===== src/rtl/spi_arb_pkg.sv =====
// Shared state encoding, default timing constants and sizing helper for the
// SPI requester arbiter.
package spi_arb_pkg;

   typedef enum logic [2:0] {
      ARB_IDLE    = 3'd0,
      ARB_SETUP   = 3'd1,
      ARB_LOAD    = 3'd2,
      ARB_START   = 3'd3,
      ARB_WAIT    = 3'd4,
      ARB_NEXT    = 3'd5,
      ARB_RELEASE = 3'd6
   } arb_state_t;

   localparam int SPI_ARB_CS_SETUP = 2;
   localparam int SPI_ARB_CS_GAP   = 2;
   localparam int SPI_ARB_TIMEOUT  = 16;

   // A shared counter only ever holds 0 .. (largest count - 1).
   function automatic int cnt_width(input int a, input int b, input int c);
      int m;
      m = (a > b) ? a : b;
      m = (c > m) ? c : m;
      return (m > 1) ? $clog2(m) : 1;
   endfunction

endpackage


===== src/rtl/spi_arbiter_if.sv =====
// Requester fabric and spi_master handshake signals of the arbiter, with the
// arbiter as slave and the fabric/master side as master.
interface spi_arbiter_if #(
   parameter int NUM_REQ = 4
);
   logic [NUM_REQ-1:0]   req_valid;
   logic [NUM_REQ*8-1:0] req_data;
   logic [NUM_REQ-1:0]   req_last;
   logic [NUM_REQ-1:0]   req_ready;
   logic [NUM_REQ-1:0]   rsp_valid;
   logic [7:0]           rsp_data;
   logic [NUM_REQ-1:0]   err_timeout;
   logic                 spi_start;
   logic [7:0]           spi_tx_data;
   logic [7:0]           spi_rx_data;
   logic                 spi_done;

   modport slave (
      input  req_valid, req_data, req_last, spi_rx_data, spi_done,
      output req_ready, rsp_valid, rsp_data, err_timeout, spi_start, spi_tx_data
   );

   modport master (
      output req_valid, req_data, req_last, spi_rx_data, spi_done,
      input  req_ready, rsp_valid, rsp_data, err_timeout, spi_start, spi_tx_data
   );
endinterface


===== src/rtl/rr_arbiter.sv =====
// Combinational round-robin pick: first set request at or above ptr_i,
// wrapping modulo N.
module rr_arbiter #(
   parameter int N  = 4,
   parameter int IW = $clog2(N)
) (
   input  logic [N-1:0]  req_i,
   input  logic [IW-1:0] ptr_i,
   output logic [N-1:0]  gnt_o,
   output logic [IW-1:0] idx_o,
   output logic          any_o
);

   logic [IW-1:0] pos_s;
   logic          hit_s;

   // Walk the requests starting at ptr_i; the first hit wins.
   always_comb begin
      gnt_o = {N{1'b0}};
      idx_o = {IW{1'b0}};
      any_o = 1'b0;
      pos_s = {IW{1'b0}};
      hit_s = 1'b0;
      for (int k = 0; k < N; k++) begin
         pos_s        = ((int'(ptr_i) + k) >= N) ? IW'(int'(ptr_i) + k - N)
                                                 : IW'(int'(ptr_i) + k);
         hit_s        = req_i[pos_s] & ~any_o;
         gnt_o[pos_s] = gnt_o[pos_s] | hit_s;
         idx_o        = hit_s ? pos_s : idx_o;
         any_o        = any_o | req_i[pos_s];
      end
   end

endmodule


===== src/rtl/spi_arbiter.sv =====
// Shares one spi_master between NUM_REQ requesters: round-robin grant held for
// a whole burst, per-device chip-select with setup/gap timing, byte timeout.
module spi_arbiter
   import spi_arb_pkg::*;
#(
   parameter int NUM_REQ  = 4,
   parameter int CS_SETUP = SPI_ARB_CS_SETUP,
   parameter int CS_GAP   = SPI_ARB_CS_GAP,
   parameter int TIMEOUT  = SPI_ARB_TIMEOUT
) (
   input  logic               clk,
   input  logic               rst_n,
   spi_arbiter_if.slave       bus,
   output logic [NUM_REQ-1:0] dev_cs_n_o,
   output logic               busy_o
);

   localparam int IW = $clog2(NUM_REQ);
   localparam int CW = cnt_width(CS_SETUP, CS_GAP, TIMEOUT);

   localparam logic [2:0] S_IDLE    = 3'(ARB_IDLE);
   localparam logic [2:0] S_SETUP   = 3'(ARB_SETUP);
   localparam logic [2:0] S_LOAD    = 3'(ARB_LOAD);
   localparam logic [2:0] S_START   = 3'(ARB_START);
   localparam logic [2:0] S_WAIT    = 3'(ARB_WAIT);
   localparam logic [2:0] S_NEXT    = 3'(ARB_NEXT);
   localparam logic [2:0] S_RELEASE = 3'(ARB_RELEASE);

   logic [2:0]         state_q, state_d;
   logic [CW-1:0]      cnt_q, cnt_d;
   logic [IW-1:0]      gnt_q, gnt_d;
   logic [NUM_REQ-1:0] gnt_oh_q, gnt_oh_d;
   logic [IW-1:0]      ptr_q, ptr_d;
   logic               last_q, last_d;
   logic [7:0]         tx_q, tx_d;
   logic [7:0]         rsp_data_q, rsp_data_d;
   logic [NUM_REQ-1:0] req_ready_q, req_ready_d;
   logic [NUM_REQ-1:0] rsp_valid_q, rsp_valid_d;
   logic [NUM_REQ-1:0] err_q, err_d;
   logic [NUM_REQ-1:0] cs_n_q, cs_n_d;
   logic               start_q, start_d;
   logic               busy_q, busy_d;

   logic               rsp_fire_s;
   logic               err_fire_s;
   logic               rsp_pend_s;
   logic [7:0]         req_byte_s;
   logic [NUM_REQ-1:0] arb_gnt_s;
   logic [IW-1:0]      arb_idx_s;
   logic               arb_any_s;

   rr_arbiter #(
      .N  (NUM_REQ),
      .IW (IW)
   ) u_rr (
      .req_i (bus.req_valid),
      .ptr_i (ptr_q),
      .gnt_o (arb_gnt_s),
      .idx_o (arb_idx_s),
      .any_o (arb_any_s)
   );

   assign req_byte_s = bus.req_data[{gnt_q, 3'b000} +: 8];
   // The WAIT exit waits one cycle behind spi_done so rsp_valid leads the state change.
   assign rsp_pend_s = |rsp_valid_q;

   // Next-state, counters and datapath capture.
   always_comb begin
      state_d    = state_q;
      cnt_d      = cnt_q;
      gnt_d      = gnt_q;
      gnt_oh_d   = gnt_oh_q;
      ptr_d      = ptr_q;
      last_d     = last_q;
      tx_d       = tx_q;
      rsp_data_d = rsp_data_q;
      rsp_fire_s = 1'b0;
      err_fire_s = 1'b0;
      case (state_q)
         S_IDLE: begin
            if (arb_any_s) begin
               gnt_d    = arb_idx_s;
               gnt_oh_d = arb_gnt_s;
               cnt_d    = CW'(0);
               state_d  = S_SETUP;
            end else begin
               state_d  = S_IDLE;
            end
         end
         S_SETUP: begin
            if (cnt_q == CW'(CS_SETUP - 1)) begin
               cnt_d   = CW'(0);
               state_d = S_LOAD;
            end else begin
               cnt_d   = cnt_q + CW'(1);
            end
         end
         S_LOAD: begin
            tx_d    = req_byte_s;
            last_d  = bus.req_last[gnt_q];
            state_d = S_START;
         end
         S_START: begin
            state_d = S_WAIT;
         end
         S_WAIT: begin
            if (rsp_pend_s) begin
               cnt_d   = CW'(0);
               state_d = last_q ? S_RELEASE : S_NEXT;
            end else if (bus.spi_done) begin
               rsp_fire_s = 1'b1;
               rsp_data_d = bus.spi_rx_data;
            end else begin
               state_d = S_WAIT;
            end
         end
         S_NEXT: begin
            if (bus.req_valid[gnt_q]) begin
               state_d = S_LOAD;
            end else if (cnt_q == CW'(TIMEOUT - 1)) begin
               err_fire_s = 1'b1;
               cnt_d      = CW'(0);
               state_d    = S_RELEASE;
            end else begin
               cnt_d      = cnt_q + CW'(1);
            end
         end
         S_RELEASE: begin
            if (cnt_q == CW'(CS_GAP - 1)) begin
               cnt_d   = CW'(0);
               ptr_d   = (gnt_q == IW'(NUM_REQ - 1)) ? IW'(0) : gnt_q + IW'(1);
               state_d = S_IDLE;
            end else begin
               cnt_d   = cnt_q + CW'(1);
            end
         end
         default: begin
            cnt_d   = CW'(0);
            state_d = S_IDLE;
         end
      endcase
   end

   // Outputs are decoded from the next state so every port comes from a flop.
   always_comb begin
      req_ready_d = (state_d == S_LOAD) ? gnt_oh_d : {NUM_REQ{1'b0}};
      cs_n_d      = (state_d inside {S_SETUP, S_LOAD, S_START, S_WAIT, S_NEXT})
                    ? ~gnt_oh_d : {NUM_REQ{1'b1}};
      start_d     = (state_d == S_START);
      busy_d      = (state_d != S_IDLE);
      rsp_valid_d = rsp_fire_s ? gnt_oh_q : {NUM_REQ{1'b0}};
      err_d       = err_fire_s ? gnt_oh_q : {NUM_REQ{1'b0}};
   end

   // State and output registers.
   always_ff @(posedge clk or negedge rst_n) begin
      if (!rst_n) begin
         state_q     <= S_IDLE;
         cnt_q       <= CW'(0);
         gnt_q       <= IW'(0);
         gnt_oh_q    <= {NUM_REQ{1'b0}};
         ptr_q       <= IW'(0);
         last_q      <= 1'b0;
         tx_q        <= 8'h00;
         rsp_data_q  <= 8'h00;
         req_ready_q <= {NUM_REQ{1'b0}};
         rsp_valid_q <= {NUM_REQ{1'b0}};
         err_q       <= {NUM_REQ{1'b0}};
         cs_n_q      <= {NUM_REQ{1'b1}};
         start_q     <= 1'b0;
         busy_q      <= 1'b0;
      end else begin
         state_q     <= state_d;
         cnt_q       <= cnt_d;
         gnt_q       <= gnt_d;
         gnt_oh_q    <= gnt_oh_d;
         ptr_q       <= ptr_d;
         last_q      <= last_d;
         tx_q        <= tx_d;
         rsp_data_q  <= rsp_data_d;
         req_ready_q <= req_ready_d;
         rsp_valid_q <= rsp_valid_d;
         err_q       <= err_d;
         cs_n_q      <= cs_n_d;
         start_q     <= start_d;
         busy_q      <= busy_d;
      end
   end

   assign bus.req_ready   = req_ready_q;
   assign bus.rsp_valid   = rsp_valid_q;
   assign bus.rsp_data    = rsp_data_q;
   assign bus.err_timeout = err_q;
   assign bus.spi_start   = start_q;
   assign bus.spi_tx_data = tx_q;
   assign dev_cs_n_o      = cs_n_q;
   assign busy_o          = busy_q;

endmodule


===== src/flat_wrapper.sv =====
// flat-port wrapper written by rule: the top's interface ports become plain ports
module spi_arbiter_flat import spi_arb_pkg::*;
#(
   parameter int NUM_REQ  = 4,
   parameter int CS_SETUP = SPI_ARB_CS_SETUP,
   parameter int CS_GAP   = SPI_ARB_CS_GAP,
   parameter int TIMEOUT  = SPI_ARB_TIMEOUT
)
  (clk, rst_n, dev_cs_n_o, busy_o, bus_req_valid, bus_req_data, bus_req_last, bus_spi_rx_data, bus_spi_done, bus_req_ready, bus_rsp_valid, bus_rsp_data, bus_err_timeout, bus_spi_start, bus_spi_tx_data);
  spi_arbiter_if #(.NUM_REQ(NUM_REQ)) bus_i ();
  input  logic clk;
  input  logic rst_n;
  output logic [NUM_REQ-1:0] dev_cs_n_o;
  output logic busy_o;
  input wire logic [$bits(bus_i.req_valid)-1:0] bus_req_valid;
  input wire logic [$bits(bus_i.req_data)-1:0] bus_req_data;
  input wire logic [$bits(bus_i.req_last)-1:0] bus_req_last;
  input wire logic [$bits(bus_i.spi_rx_data)-1:0] bus_spi_rx_data;
  input wire logic [$bits(bus_i.spi_done)-1:0] bus_spi_done;
  output wire logic [$bits(bus_i.req_ready)-1:0] bus_req_ready;
  output wire logic [$bits(bus_i.rsp_valid)-1:0] bus_rsp_valid;
  output wire logic [$bits(bus_i.rsp_data)-1:0] bus_rsp_data;
  output wire logic [$bits(bus_i.err_timeout)-1:0] bus_err_timeout;
  output wire logic [$bits(bus_i.spi_start)-1:0] bus_spi_start;
  output wire logic [$bits(bus_i.spi_tx_data)-1:0] bus_spi_tx_data;
  assign bus_i.req_valid = bus_req_valid;
  assign bus_i.req_data = bus_req_data;
  assign bus_i.req_last = bus_req_last;
  assign bus_i.spi_rx_data = bus_spi_rx_data;
  assign bus_i.spi_done = bus_spi_done;
  assign bus_req_ready = bus_i.req_ready;
  assign bus_rsp_valid = bus_i.rsp_valid;
  assign bus_rsp_data = bus_i.rsp_data;
  assign bus_err_timeout = bus_i.err_timeout;
  assign bus_spi_start = bus_i.spi_start;
  assign bus_spi_tx_data = bus_i.spi_tx_data;
  spi_arbiter #(.NUM_REQ(NUM_REQ), .CS_SETUP(CS_SETUP), .CS_GAP(CS_GAP), .TIMEOUT(TIMEOUT)) u_core (.clk(clk), .rst_n(rst_n), .bus(bus_i), .dev_cs_n_o(dev_cs_n_o), .busy_o(busy_o));
endmodule

===== config.mk =====
export PLATFORM = sky130hd
export DESIGN_NAME = spi_arbiter_flat
export DESIGN_NICKNAME = d
export VERILOG_FILES = /design/src/rtl/spi_arb_pkg.sv /design/src/rtl/spi_arbiter_if.sv /design/src/rtl/rr_arbiter.sv /design/src/rtl/spi_arbiter.sv /design/src/flat_wrapper.sv
export SDC_FILE = /design/constraint.sdc
export NUM_CORES = 1
export LEC_CHECK = 0
export ABC_AREA = 1
export CAP_MARGIN = 30
export CORE_MARGIN = 10
export CORE_UTILIZATION = 25
export DETAILED_ROUTE_END_ITERATION = 16
export DONT_BUFFER_PORTS = 1
export HOLD_SLACK_MARGIN = 0.08
export MAX_ROUTING_LAYER = met4
export PLACE_DENSITY = 0.42
export SETUP_SLACK_MARGIN = 0.1
export SLEW_MARGIN = 40
export SYNTH_ARGS = -nofsm -noshare
export SYNTH_HDL_FRONTEND = slang
export SYNTH_SLANG_ARGS = --single-unit

===== constraint.sdc =====
create_clock -name clk -period 6.78 [get_ports clk]
set_input_delay 0.678 -clock clk [delete_from_list [all_inputs] [get_ports clk]]
set_output_delay 0.678 -clock clk [all_outputs]
set_load 0.005 [all_outputs]

==> results by group <==
Drt
  • Pre-Repair DR Iteration Count: 4
  • Total number of vias: 2337
  • Final ANT Viol Nets: 0
  • DR iter-0 viols: 177
  • Final Routed Wirelength: 7.91 mm
  • Via-to-Cell Ratio: 4.76
  • Routed wire length per instance: 16.1 µm
  • Drt drc: 0

Yosys
  • Syn Nets: 408
  • Mux cell area share after synthesis: 0.0637
  • Register bit total from synthesis: 50
  • Mapped Area: 0.00283 mm²
  • Ys async rst share: 1.00
  • Synth Flop Type: dfrtp_1
  • Sequential element share of the synthesized area: 0.444
  • Synth Instances: 350
  • Largest family of logic cells by synthesized area: simple AND/OR/NAND/NOR gates
  • Post-Synth Adder-Cell Area: 0.0310
  • Synth unique cells: 36
  • Simple-Gate Fraction of Synth Area: 0.253
  • Mean Syn Cell Area: 8.08 µm²
  • Xor and xnor area share after synthesis: 0
  • Compound-cell area share of the yosys netlist: 0.132
  • Yosys warning count: 0
  • Post-synth EDFFs: 0

Clocking
  • Later-pin clock latency in the skew report: 0.29 ns
  • CTS resizes: 0
  • Worst-path clk slew: 0.07 ns
  • Clk root buf: clkbuf_16
  • CTS tree: yes
  • H-tree levels: 2
  • Total CTS buffers: 5
  • Clock tree buffer depth: 2
  • CTS Sinks: 50

Cells and area
  • FILL cells: 1218
  • Final Instance Count excl. Fillers: 491
  • Most common cell after layout, fill and taps aside: nand2_1
  • Most frequent cells in the layout: nand2_1, dfrtp_1, inv_1
  • Diode count: 0
  • Final core utilization: 0.288
  • Area Growth Syn to Fin: 11.3%
  • Count of nets after finishing: 408
  • Proportion of layout cells with a drive suffix above 1: 0.137

Timing
  • Final Hold Fails: 0
  • Pins Over Slew Limit: 0
  • Final setup fails: 0
  • Relative slew slack: 0.528
  • Final TNS setup: 0 ns
  • Worst Setup Slack, final: 3.76 ns
  • Final Critical Period: 3.02 ns
  • Period Utilization, post-route: 0.445
  • Peak Freq: 0.331 GHz
  • RSZ-0062 raised after global routing: no
  • Worst slew pin tran: 0.708 ns
  • Worst clock skew: 0.00749 ns

Die
  • Die Ht: 126 µm
  • Total core area: 0.0109 mm²
  • Die area: 0.0160 mm²
  • Die W: 126 µm
  • Starting density of the core: 0.258
  • I/O pin cnt: 85
  • Rows: 38

Pwr
  • Static Leak: 1.43 nW
  • Post-layout power: 1.56 mW
  • Pwr dens: 495 mW/mm²
  • VDD IR max: 0.000160 V

Run
  • Max cap viols: 0

Place
  • Port bufs: 0
  • Placed insts: 482
  • GP Congestion: 0.792
  • Dpl ws: 3.77 ns
  • Dpl hpwl: 6.08 mm

GRT
  • Antenna violations before repair: 0
  • Number of global-route vias before repair: 2422
  • First-pass GRT wire length: 12.7 mm
  • Largest net degree at the start of global routing: 47
  • GRT Overall Usage: 0.0991
  • Grt total ovfl: 0

Setup path
  • CP Data Required Time: 7.01 ns
  • Worst setup EP type: flop
  • Largest driver fanout on the critical path: 16
  • CP Launch Type: flop
  • CP arrival: 3.25 ns
  • Crit Path Class: flop to flop

Min path
  • Hold crit path type: primary input to async pin

Status
  • Status: completed
[area by class of cell]
type,count,area (µm²),share of cell area
multi-input combinational,246,1360,0.431
clock inverter,3,28.8,0.00915
inverter,45,169,0.0537
tap,140,175,0.0557
sequential,50,1260,0.399
timing repair buffer,2,35.0,0.0111
clock buffer,5,125,0.0398
[report_power, final]
group	leakage (nW)	total [mW]	switching [mW]	internal, mW
clock network	0.0759	0.261	0.120	0.141
logic	0.718	0.770	0.496	0.274
registers	0.633	0.527	0.111	0.415
[metrics by stage]
stage               hold slack (ns)  instance area, µm²
floorplan                     0.382                2830
global placement              0.384                2960
detailed placement            0.384                2960
CTS                           0.213                3150
global route                  0.205                3150
finish                        0.220                3150
[metal layers]
layer	GRT usage	vias to the layer above	share of wire
met3	0.0212	4	0.042
met5	-	-	0
met1	0.118	1108	0.44
met2	0.168	59	0.51
met4	0.0221	0	0.0080
li1	-	1166	-
[final timing paths]
| check | cells past startpoint | slack, ns | to | startpoint |
|---|---|---|---|---|
| setup / recovery | 14 | 3.76 | u_core.dev_cs_n_o[3] | u_core.ptr_q[0] |
| hold / removal | 0 | 0.22 | u_core.dev_cs_n_o[2] | rst_n |
| setup reg to reg | 14 | 3.76 | u_core.dev_cs_n_o[3] | u_core.ptr_q[0] |
| hold reg to reg | 2 | 0.53 | u_core.bus.err_timeout[0] | u_core.gnt_oh_q[0] |
| max in group asynchronous | 1 | 6.34 | u_core.bus.req_ready[1] | rst_n |
| min in group clk | 1 | 0.53 | u_core.bus.rsp_data[6] | bus_spi_rx_data[6] |
[cells by family after synthesis]
kind of cell	Yosys count
AND/OR/NAND/NOR	156
adder cells (fa/ha/maj)	7
flip-flops	50
buffers and inverters	54
multiplexers	16
AO/OA/AOI/OAI	67
[what timing repair did]
item,4_1_cts,5_1_grt
buffers inserted,0,0
hold buffers,1,0
hold endpoints to repair,46,0
[registers in the layout (all words and copies together) (netlist names)]
register                flops
u_core.bus.rsp_valid        4
u_core.last_q               1
u_core.ptr_q                2
u_core.bus.rsp_data         8
u_core.bus.err_timeout      4
u_core.busy_o               1
u_core.dev_cs_n_o           4
u_core.state_q              3
u_core.cnt_q                4
u_core.gnt_oh_q             4
u_core.gnt_q                2
u_core.bus.spi_tx_data      8
u_core.bus.req_ready        4
u_core.bus.spi_start        1
[cells in the mapped netlist (3+ instances only)]
cell,number,share of area
nand2_1,55,0.073
dfrtp_1,46,0.41
inv_1,41,0.054
nor2_1,40,0.053
nand3_1,38,0.067
o21ai_0,35,0.062
mux2_2,16,0.064
a21oi_1,13,0.023
o22ai_1,9,0.020
nand2_2,8,0.018
ha_1,7,0.031
clkbuf_1,6,0.0080
nor3_1,5,0.0089
dfstp_2,4,0.037
inv_2,3,0.0040
[worst max-delay path, cell delays in order, from the launching register on]
cell	delay (ns)
dfrtp_1	0.65
inv_2	0.23
ha_1	0.45
inv_1	0.13
nand2_1	0.09
o21a_1	0.14
inv_1	0.05
nor2_2	0.14
inv_1	0.06
nand2_2	0.14
inv_2	0.10
nor4_4	0.28
nand2_1	0.15
a21boi_1	0.20
nand3_1	0.13
Note: power is estimated with default switching activity, not from simulation.
==> patch 1 (same settings) <==
Set the package constant `SPI_ARB_CS_SETUP` to 4 (it was 2).
--- a/src/rtl/spi_arb_pkg.sv
+++ b/src/rtl/spi_arb_pkg.sv
@@ -13,5 +13,5 @@
    } arb_state_t;
 
-   localparam int SPI_ARB_CS_SETUP = 2;
+   localparam int SPI_ARB_CS_SETUP = 4;
    localparam int SPI_ARB_CS_GAP   = 2;
    localparam int SPI_ARB_TIMEOUT  = 16;
Behaviour: not the same (Yosys sat finds a counterexample within 4 cycles, from zero or initial values and one cycle with rst_n low).
==> patch 1 against the unedited design <==
- routed wire length increased by 0.54%
- global-route usage rose by 0.36 points
- power decreased by 0.98%
- critical path depth rose by 3
- worst hold slack improved by 0.0081 ns
- die area up 1.1%
- area after synthesis is 1.3% higher
- cell area up 1.2%
- clock skew shrank 0.0039 ns
- setup slack improved by 0.036 ns
- sequential cell count is the same
==> patch 1: results (changes against the unedited design) <==
finalClockSkew_ns: 0.00363  # was 0.00749 ns
grt_pass1_vias: 2600  # was 2422
htree_levels: 2  # unchanged
cpPeakStageDelay_ns: 0.62  # was 0.65 ns
cts_buffers: 5  # unchanged
r2r_start: "u_core.ptr_q[0]"  # unchanged
yosysWarningCount: 0  # unchanged
fin_nets: 437  # was 408
leakagePower_uw: 0.00152  # was 0.00143 uW
grtUsageTotal_pct: 10.3  # was 9.91%
cts_resized: 0  # unchanged
globalplace.congestion: 0.858  # was 0.792
status: "finished clean"  # unchanged
ys_types: 32  # was 36
drt-initial-drc-count: 137  # was 177
vdd_drop_max_v: 0.000146  # was 0.000160 V
worst_pin_slew_ns: 0.749  # was 0.708 ns
firstDrtPassIters: 4  # unchanged
slowest_stage: "dfrtp_1"  # unchanged
grt_max_degree: 47  # unchanged
synth_area_leaders: "dfrtp_1 (40%), nand2_1 (12%), nand3_1 (6.6%)"  # was dfrtp_1 (41%), nand2_1 (7.3%), nand3_1 (6.7%)
num-fill-cells: 1247  # was 1218
drive_gt1_share_pct: 13.4  # was 13.7%
drt-total-wl_mm: 7.96  # was 7.91 mm
seq_area_frac_synth_pct: 43.9  # was 44.4%
synthTopCellsByCount: "nand2_1 (95), dfrtp_1 (46), nor2_1 (42)"  # was nand2_1 (55), dfrtp_1 (46), inv_1 (41)
grt_pass1_wl_mm: 13.4  # was 12.7 mm
cts-root-buf: "clkbuf_16"  # unchanged
io_buffers: 0  # unchanged
clockBufferDepth: 2  # unchanged
cp_max_fo: 15  # was 16
antenna_found_initial: 0  # unchanged
vias: 2460  # was 2337
synthFlopType: "dfrtp_1"  # unchanged
critPathArrivalTime_ns: 3.19  # was 3.25 ns
synthArstFlopShare_pct: 100  # unchanged
post-dp-hpwl_mm: 6.12  # was 6.08 mm
==> patch 1: worst paths after layout <==
path | endpoint | slack [ns] | cells past startpoint
max | u_core.bus.req_ready[2] | 3.80 | 17
min | u_core.dev_cs_n_o[3] | 0.23 | 0
max reg2reg | u_core.bus.req_ready[2] | 3.80 | 17
min reg2reg | u_core.last_q | 0.52 | 2
max in group asynchronous | u_core.ptr_q[0] | 6.33 | 1
min in group clk | u_core.last_q | 0.52 | 2
==> patch 1: worst max-delay path, delay by kind of cell, from the launching register on <==
kind	cells	cell delay (ns)
adder cells (fa/ha/maj)	1	0.43
buffers and inverters	1	0.23
AND/OR/NAND/NOR	14	1.39
AO/OA/AOI/OAI	1	0.21
flip-flops	1	0.62
==> patch 1: layer usage <==
| metal | up-vias | share of wire [%] | track usage [%] |
|---|---|---|---|
| met2 | 97 | 47 | 16.5 |
| met3 | 6 | 7.1 | 3.27 |
| met5 | - | 0 | - |
| met4 | 0 | 1.0 | 2.75 |
| met1 | 1119 | 44 | 12.2 |
| li1 | 1238 | - | - |
==> patch 1: repair_timing <==
item | CTS | global route
buffers inserted | 0 | 0
hold buffers | 1 | 0
hold endpoints to repair | 46 | 0
==> patch 1: area by class of cell <==
cell class              count  area, sq um  area share [%]
clock buffers               5          125            3.93
clock inverters             3         43.8            1.38
inverters                  47          176            5.54
multi-input cells         274         1370            43.2
flip-flops and latches     50         1260            39.5
well taps                 143          179            5.62
repair buffers              1         27.5           0.865
==> patch 1: through the flow <==
| stage | cell area [sq um] | setup slack, ns | hold WS (ns) | cells | utilization [%] |
|---|---|---|---|---|---|
| floorplan | 2860 | 4.44 | 0.382 | 383 | - |
| global placement | 2990 | 3.90 | 0.385 | 514 | 26.4 |
| detailed placement | 2990 | 3.83 | 0.385 | 514 | 26.4 |
| CTS | 3180 | 3.81 | 0.219 | 523 | 28.1 |
| global route | 3180 | 3.46 | 0.207 | 523 | 28.1 |
| finish | 3180 | 3.80 | 0.228 | 523 | 28.1 |
==> patch 1: where the power goes <==
group	total [uW]	leakage, uW	switching, uW	internal [uW]
combinational	734	0.000799	484	250
sequential	523	0.000635	113	411
clock	286	0.0000842	111	175
==> patch 1: cells by family after synthesis <==
family	count (synthesis)	share of synthesized area, %
and+or+nand+nor	196	29.4
AOI/OAI and AO/OA	63	12.4
buffers and inverters	59	8.17
DFF	50	43.9
muxes	8	3.15
adders and majority gates	7	3.06
==> patch 2 (config.mk and constraints unchanged) <==
Made on the original files. Take the reset off `tx_q` and `rsp_data_q` and load them in a clocked block of their own.
--- a/src/rtl/spi_arbiter.sv
+++ b/src/rtl/spi_arbiter.sv
@@ -162,6 +162,4 @@
          ptr_q       <= IW'(0);
          last_q      <= 1'b0;
-         tx_q        <= 8'h00;
-         rsp_data_q  <= 8'h00;
          req_ready_q <= {NUM_REQ{1'b0}};
          rsp_valid_q <= {NUM_REQ{1'b0}};
@@ -177,6 +175,4 @@
          ptr_q       <= ptr_d;
          last_q      <= last_d;
-         tx_q        <= tx_d;
-         rsp_data_q  <= rsp_data_d;
          req_ready_q <= req_ready_d;
          rsp_valid_q <= rsp_valid_d;
@@ -186,4 +182,9 @@
          busy_q      <= busy_d;
       end
+   end
+
+   always_ff @(posedge clk) begin
+      tx_q       <= tx_d;
+      rsp_data_q <= rsp_data_d;
    end
 
Behaviour: differs if rst_n is asserted again (counterexample within 10 cycles, from zero or initial values and one cycle with rst_n low); with rst_n held inactive, the same outputs for 10 cycles.
==> patch 2 against the unedited design <==
- critical path type unchanged
- area after synthesis shrank 2.6%
- cell area is 3.8% lower
- core utilization down 0.72 points
- setup slack improved by 0.039 ns
- power down 5.7%
- sequential cell count did not move
- routed wire length is 1.9% lower
- combinational power barely moved
==> patch 2: results (changes against the unedited design) <==
status: "finished clean"  # unchanged
critPathArrivalTime_ns: 3.22  # was 3.25 ns
antenna_found_initial: 0  # unchanged
grt_pass1_vias: 2295  # was 2422
worstSkewPairLatency_ns: 0.32  # was 0.29 ns
synth_edf_count: 16  # was 0
vdd_drop_max_v: 0.000101  # was 0.000160 V
cts_hold_buf: 1  # unchanged
fin_nets: 392  # was 408
drt-initial-drc-count: 121  # was 177
leakagePower_uw: 0.00132  # was 0.00143 uW
post-dp-hpwl_mm: 6.01  # was 6.08 mm
dr_wl_met2_mm: 4.17  # was 4.02 mm
top_layer: "met4"  # unchanged
cts_resized: 0  # unchanged
cp_max_fo: 16  # unchanged
cpPeakStageDelay_ns: 0.69  # was 0.65 ns
firstDrtPassIters: 4  # unchanged
slowest_stage: "dfrtp_1"  # unchanged
clockBufferDepth: 2  # unchanged
grt_pass1_wl_mm: 12.6  # was 12.7 mm
hold_path.class: "input port to asynchronous set/reset pin"  # unchanged
drt-total-wl_mm: 7.77  # was 7.91 mm
met3_length_um: 283  # was 333 um
cts_buffers: 5  # unchanged
worst_pin_slew_ns: 0.728  # was 0.708 ns
antenna_cells: 0  # unchanged
cts-root-buf: "clkbuf_8"  # was clkbuf_16
path_delay_family: "simple AND/OR/NAND/NOR gates"  # unchanged
synthTopCellsByCount: "nand2_1 (53), inv_1 (40), nor2_1 (39)"  # was nand2_1 (55), dfrtp_1 (46), inv_1 (41)
finalClockSkew_ns: 0.0121  # was 0.00749 ns
htree_levels: 2  # unchanged
io_buffers: 0  # unchanged
yosysWarningCount: 0  # unchanged
met1_length_mm: 3.17  # was 3.49 mm
viasPerCell: 4.66  # was 4.76
grt_max_degree: 31  # was 47
seq_area_frac_synth_pct: 48.5  # was 44.4%
synthArstFlopShare_pct: 68.0  # was 100%
grtUsageTotal_pct: 10.1  # was 9.91%
cts.clk_slew.worst_paths_ns: 0.10  # was 0.07 ns
ys_types: 34  # was 36
globalplace.congestion: 0.852  # was 0.792
pre_cts_ws_ns: 3.84  # was 3.77 ns
post_cts_buffers: 0  # unchanged
drive_gt1_share_pct: 11.3  # was 13.7%
synth_area_leaders: "dfrtp_1 (27%), edfxtp_1 (17%), nand2_1 (7.2%)"  # was dfrtp_1 (41%), nand2_1 (7.3%), nand3_1 (6.7%)
==> patch 2: cell count changes after synthesis, sizes merged, moves of 2 or more <==
cell,unedited run,this run
edfxtp,0,16
nand3b,2,0
a21oi,13,11
nor3,6,8
nand2,64,62
o21ai,37,39
dfrtp,46,30
mux2,16,0
nand3,39,41
==> patch 2: power by group <==
group	leakage, uW	switching [uW]	internal [uW]
logic	0.000673	519	250
clock network	0.0000573	110	97.9
registers	0.000585	87.4	404
==> patch 2: cell families after synthesis <==
| logic type | count (synthesis) | synth area share (%) |
|---|---|---|
| AO/OA/AOI/OAI | 65 | 12.9 |
| adder cells (fa/ha/maj) | 7 | 3.18 |
| buffers and inverters | 54 | 7.91 |
| flip-flops | 50 | 48.5 |
| multiplexers | 1 | 0.363 |
| AND/OR/NAND/NOR | 157 | 27.1 |
==> patch 2: area by class of cell <==
cell class	count	area, sq um
fill	1155	7770
sequential	50	1340
multi-input combinational	230	1210
tap	140	175
inverter	46	173
clock buffer	6	93.8
timing repair buffer	1	20.0
clock inverter	2	17.5
==> patch 2: worst paths after layout <==
path                               startpoint                 endpoint  slack, ns  cells after the start
setup / recovery              u_core.ptr_q[0]  u_core.bus.req_ready[0]       3.80                     13
hold / removal                          rst_n            u_core.last_q       0.17                      1
setup reg to reg              u_core.ptr_q[0]  u_core.bus.req_ready[0]       3.80                     13
hold reg to reg            u_core.gnt_oh_q[3]  u_core.bus.rsp_valid[3]       0.54                      2
max in group asynchronous               rst_n  u_core.bus.rsp_valid[3]       6.42                      1
min in group clk           bus_spi_rx_data[7]   u_core.bus.rsp_data[7]       0.46                      0
==> patch 2: layer usage <==
metal / vias to the layer above / track usage [%]
met4: 0 / 3.73
met3: 7 / 2.32
met2: 53 / 18.0
met5: - / -
met1: 1037 / 10.8
li1: 1116 / -
==> patch 2: stage by stage <==
stage               area [sq um]  std cells
detailed placement          2900        466
global route                3030        475
floorplan                   2750        334
global placement            2890        466
finish                      3030        475
CTS                         3030        475
